==> config.mk <==
export PLATFORM = sky130hd
export DESIGN_NAME = ppu_tile_shifter
export DESIGN_NICKNAME = d
export VERILOG_FILES = /design/src/rtl/ppu_tile_shifter.sv
export SDC_FILE = /design/constraint.sdc
export NUM_CORES = 1
export LEC_CHECK = 0
export ABC_AREA = 1
export BUFFER_PORTS_ARGS = -buffer_cell sky130_fd_sc_hd__buf_2
export CORE_MARGIN = 2
export CORE_UTILIZATION = 51
export CTS_CLUSTER_SIZE = 16
export DETAILED_ROUTE_END_ITERATION = 16
export PLACE_DENSITY = 0.76
export SYNTH_ARGS = -nofsm -noshare
export SYNTH_HDL_FRONTEND = slang
export SYNTH_SLANG_ARGS = --single-unit
==> constraint.sdc <==
create_clock -name clk -period 1.1 [get_ports clk]
set_input_delay 0.165 -clock clk [delete_from_list [all_inputs] [get_ports clk]]
set_output_delay 0.165 -clock clk [all_outputs]
set_load 0.01 [all_outputs]
==> src/rtl/ppu_tile_shifter.sv <==
// Background pixel shifter: CHANNELS parallel tile shift registers with fine-X tap,
// tile phase tracking, reload-due flag, priming indicator and sticky underrun error.
module ppu_tile_shifter #(
    parameter int CHANNELS   = 4,
    parameter int LOAD_WIDTH = 8,
    parameter int WIDTH      = 16
) (
    input  logic                              clk,
    input  logic                              reset,
    input  logic                              shift_en,
    input  logic                              load,
    input  logic [CHANNELS*LOAD_WIDTH-1:0]    load_data,
    input  logic                              clr_err,
    input  logic [$clog2(LOAD_WIDTH)-1:0]     fine_x,
    output logic [CHANNELS-1:0]               pix_out,
    output logic [$clog2(LOAD_WIDTH)-1:0]     phase,
    output logic                              reload_due,
    output logic                              primed,
    output logic                              underrun
);

    localparam int PW = $clog2(LOAD_WIDTH);
    localparam int IW = $clog2(WIDTH);

    logic [WIDTH-1:0] sreg_q [CHANNELS];
    logic [WIDTH-1:0] sreg_d [CHANNELS];
    logic [PW-1:0]    phase_q, phase_d;
    logic [1:0]       cnt_q, cnt_d;
    logic             err_q, err_d;
    logic             boundary;
    logic [IW-1:0]    tap;

    always_comb begin
        for (int unsigned c = 0; c < CHANNELS; c++) begin
            sreg_d[c] = sreg_q[c];
            if (shift_en) sreg_d[c] = {sreg_q[c][WIDTH-2:0], 1'b0};
            // load overlays the low half after any shift in the same edge
            if (load) sreg_d[c][LOAD_WIDTH-1:0] = load_data[c*LOAD_WIDTH +: LOAD_WIDTH];
        end
    end

    always_comb begin
        boundary = shift_en && !load && (phase_q == PW'(LOAD_WIDTH - 1));
        phase_d  = phase_q;
        if (load)          phase_d = '0;
        else if (shift_en) phase_d = phase_q + PW'(1);
        cnt_d = cnt_q;
        if (load && cnt_q != 2'd2) cnt_d = cnt_q + 2'd1;
        err_d = boundary || (err_q && !clr_err);
    end

    always_ff @(posedge clk) begin
        if (reset) begin
            for (int unsigned c = 0; c < CHANNELS; c++) sreg_q[c] <= '0;
            phase_q <= '0;
            cnt_q   <= '0;
            err_q   <= 1'b0;
        end else begin
            for (int unsigned c = 0; c < CHANNELS; c++) sreg_q[c] <= sreg_d[c];
            phase_q <= phase_d;
            cnt_q   <= cnt_d;
            err_q   <= err_d;
        end
    end

    always_comb begin
        tap = IW'(WIDTH - 1) - IW'(fine_x);
        for (int unsigned c = 0; c < CHANNELS; c++) pix_out[c] = sreg_q[c][tap];
    end

    assign phase      = phase_q;
    assign reload_due = (phase_q == PW'(LOAD_WIDTH - 1));
    assign primed     = (cnt_q == 2'd2);
    assign underrun   = err_q;

endmodule
==> impl_metrics.tcl <==
set metrics [dict create \
    status "finished with violations" \
    violations "negative setup slack" \
    wl_per_cell_um 10.80 \
    synthMuxAreaShare_pct 0 \
    whs_ns 0.08654 \
    p_int_w 0.003965 \
    synth_compound_gate_area_share_pct 11.71 \
    required_ns 0.94 \
    hold_viol 0 \
    rsz0062_at_grt "yes" \
    grt_max_degree 60 \
    path_delay_family "flip-flops" \
    synth_area_leaders "dfxtp_1 (44%), nand2_1 (21%), inv_1 (7.8%)" \
    synthAdderAreaFrac_pct 1.187 \
    vias 2932 \
    tightestPinTransition_ns 0.2815 \
    max-vdd-ir-drop_v 0.001077 \
    worstPathCellList "inv_2 -> nand2_1 -> nand3_1 -> nand2_1 -> nand2_1 -> nand2_1 -> buf_2" \
    hpwl_um 4242 \
    async_reset_ff_share_pct 0 \
    top_usage_layer "met2" \
    grt_pass1_vias 2660 \
    cts_tree "built" \
    root_buffer "clkbuf_8" \
    die_h_um 82.74 \
    hp-class "in -> reg" \
    cts_buffers 9 \
    synth_edf_count 0 \
    row_count 28 \
    synth_top_family_by_area "simple AND/OR/NAND/NOR gates" \
    clock_latency_ns 0.33 \
    synth_top_area_share_pct 44.32 \
    yosysWarnings 0 \
    synth_top_cell_by_area "dfxtp_1" \
    fin_util_pct 65.17 \
    maxCapViolCount 0 \
    wirelength_um 6545 \
    cts.sinks 70 \
    drv_slew 0 \
    final.setup.tns_ns -0.9490 \
    clock_power_share_pct 33.5 \
    finClkSkew_ns 0.004846 \
    final_nets 570 \
    io_buffers 49 \
    setup_viol 7 \
    dominantRegCellSynth "dfxtp_1" \
    criticalPathCategory "reg -> out" \
    synth_cell_types 17 \
    worstSetupStartpointType "flop" \
    die_w_um 82.74 \
    critical_path_buf_inv_count 2 \
    routabilityCongestion 0.7222 \
    drive_above_1_share_pct 30.32 \
    crit_path_frequent_cell "nand2_1" \
    antenna_left 0 \
    synth_simple_gate_area_share_pct 29.56 \
    finalCritPeriodShare_pct 116.9 \
    arrival_ns 1.12 \
    design.core.area_um2 5956 \
    cts_max_path_buffers 2 \
    cp-end-kind "output port" \
    place_ws_ns -0.01679 \
    grt_pass1_wl_um 11020 \
    syn_avg_cell_area_um2 6.670 \
    grtUsageMet2_pct 38.39 \
    yosysMostFrequentCell "nand2_1" \
    switching_share_pct 25.51 \
    h-tree-depth 3 \
    p_comb_share_pct 14.3 \
    drt_drc_violations_left 0 \
    hold_buffers 0 \
    syn_to_final_growth_pct 22.75 \
    setup_ws_ns -0.1864 \
    drt_pre_antenna_iters 4 \
    power_switching_w 0.001358 \
    dr.first_iter.drc_count 95 \
    slowest_stage "dfxtp_2" \
    fin_crit_ns 1.286 \
    synth_area_um2 3162 \
    synthCells 474 \
    powerDensity_nw_per_um2 1372 \
    clk_pin_slew_ns 0.07 \
    p_leak_nw 1.977 \
    syn-num-nets 517 \
    vias_per_cell 4.838 \
    antennaDiodeCount 0 \
    synthTopCellsByCount "nand2_1 (180), dfxtp_1 (70), inv_1 (66), nand3_1 (44), a21oi_1 (41)" \
    grt_use_total_pct 20.96 \
    worstPathMaxFanout 2 \
    yosysSeqAreaShare_pct 44.32 \
    die_area_um2 6845 \
    grt_use_met1_pct 22.64 \
    io_pins 50 \
    use_met3_pct 6.957 \
    placed_cell_area_um2 3510 \
    max_slew_margin_pct 81.21 \
    grt_remaining_overflow 0 \
    fmax_mhz 777.3 \
    antenna_found_initial 0 \
    final_area_um2 3881 \
    cpPeakStageDelay_ns 0.32 \
    initial_utilization_pct 53.09 \
    synth_xor_area_share_pct 0.2770 \
    power_frac_seq_pct 52.2 \
    synth_seq_cells 70 \
]
-- repair_timing --
action	4_1_cts	5_1_grt
hold endpoints to repair	0	0
buffers inserted	8	2
endpoints found under the setup margin	7	9
pin swaps	8	14
gates resized for setup	67	15
-- worst reg2reg max path: stages, from the launching register on --
cell     delay [ns]
dfxtp_4        0.36
ha_4           0.16
ha_4           0.16
buf_4          0.12
buf_4          0.12
nand2_2        0.06
a21oi_2        0.04
-- through the flow --
step | cells | total power (W)
final | 606 | 0.005323
after global routing | 606 | 0.005630
after global placement | 582 | 0.003481
after detailed placement | 582 | 0.003510
after floorplan | 474 | 0.003280
after CTS | 605 | 0.005381
-- worst paths after layout --
path / depth (start not counted) / to / start / slack (ns)
setup / recovery: 7 / pix_out[3] / sreg_q[0][60] / -0.19
hold reg to reg: 2 / sreg_q[0][28] / sreg_q[0][27] / 0.45
hold / removal: 3 / sreg_q[0][16] / load_data[8] / 0.09
setup reg to reg: 6 / underrun / phase[0] / -0.03
-- layout make-up --
class | instances | area [µm²]
multi-input combinational | 307 | 1421
inverter | 68 | 255.2
clock inverter | 1 | 5.005
sequential | 70 | 1448
clock buffer | 14 | 162.7
tap | 75 | 93.84
timing repair buffer | 71 | 495.5
fill | 565 | 2074
-- power groups by stage --
stage	clock network [W]	registers (W)	logic, W
2_1_floorplan	0	0.00279	0.000487
6_report	0.00178	0.00278	0.000761
3_3_place_gp	0	0.00280	0.000680
3_5_place_dp	0	0.00281	0.000701
4_1_cts	0.00185	0.00278	0.000749
5_1_grt	0.00197	0.00280	0.000869
-- per-layer routing --
layer,wire length (µm),vias to the layer above,share of wire (%)
li1,-,1571,-
met1,2906,1289,44
met2,3245,64,50
met3,327,8,5.0
met4,67,0,1.0
met5,0,-,0
-- cell usage in the layout (no fill, tap or decap), types with 3 or more instances in the layout --
cell,n
nand2_1,175
buf_2,46
nand3_1,42
inv_1,40
a21oi_1,39
dfxtp_1,35
dfxtp_2,34
o21ai_0,33
inv_2,27
buf_4,16
clkbuf_8,11
nand2_2,5
buf_12,5
buf_6,4
ha_4,3
clkbuf_1,3
-- cell families (layout without fill, tap and decap cells) --
kind of cell,after synthesis,count (layout)
buf+inv,97,154
fa+ha+maj,3,3
compound gates,74,74
xor+xnor,1,1
simple gates,229,229
flops,70,70
-- registers in the layout (all words and copies together) (netlist names) --
register  count
cnt_q         2
sreg_q       64
underrun      1
phase         3
No activity file was read; power rests on OpenSTA's default activity.
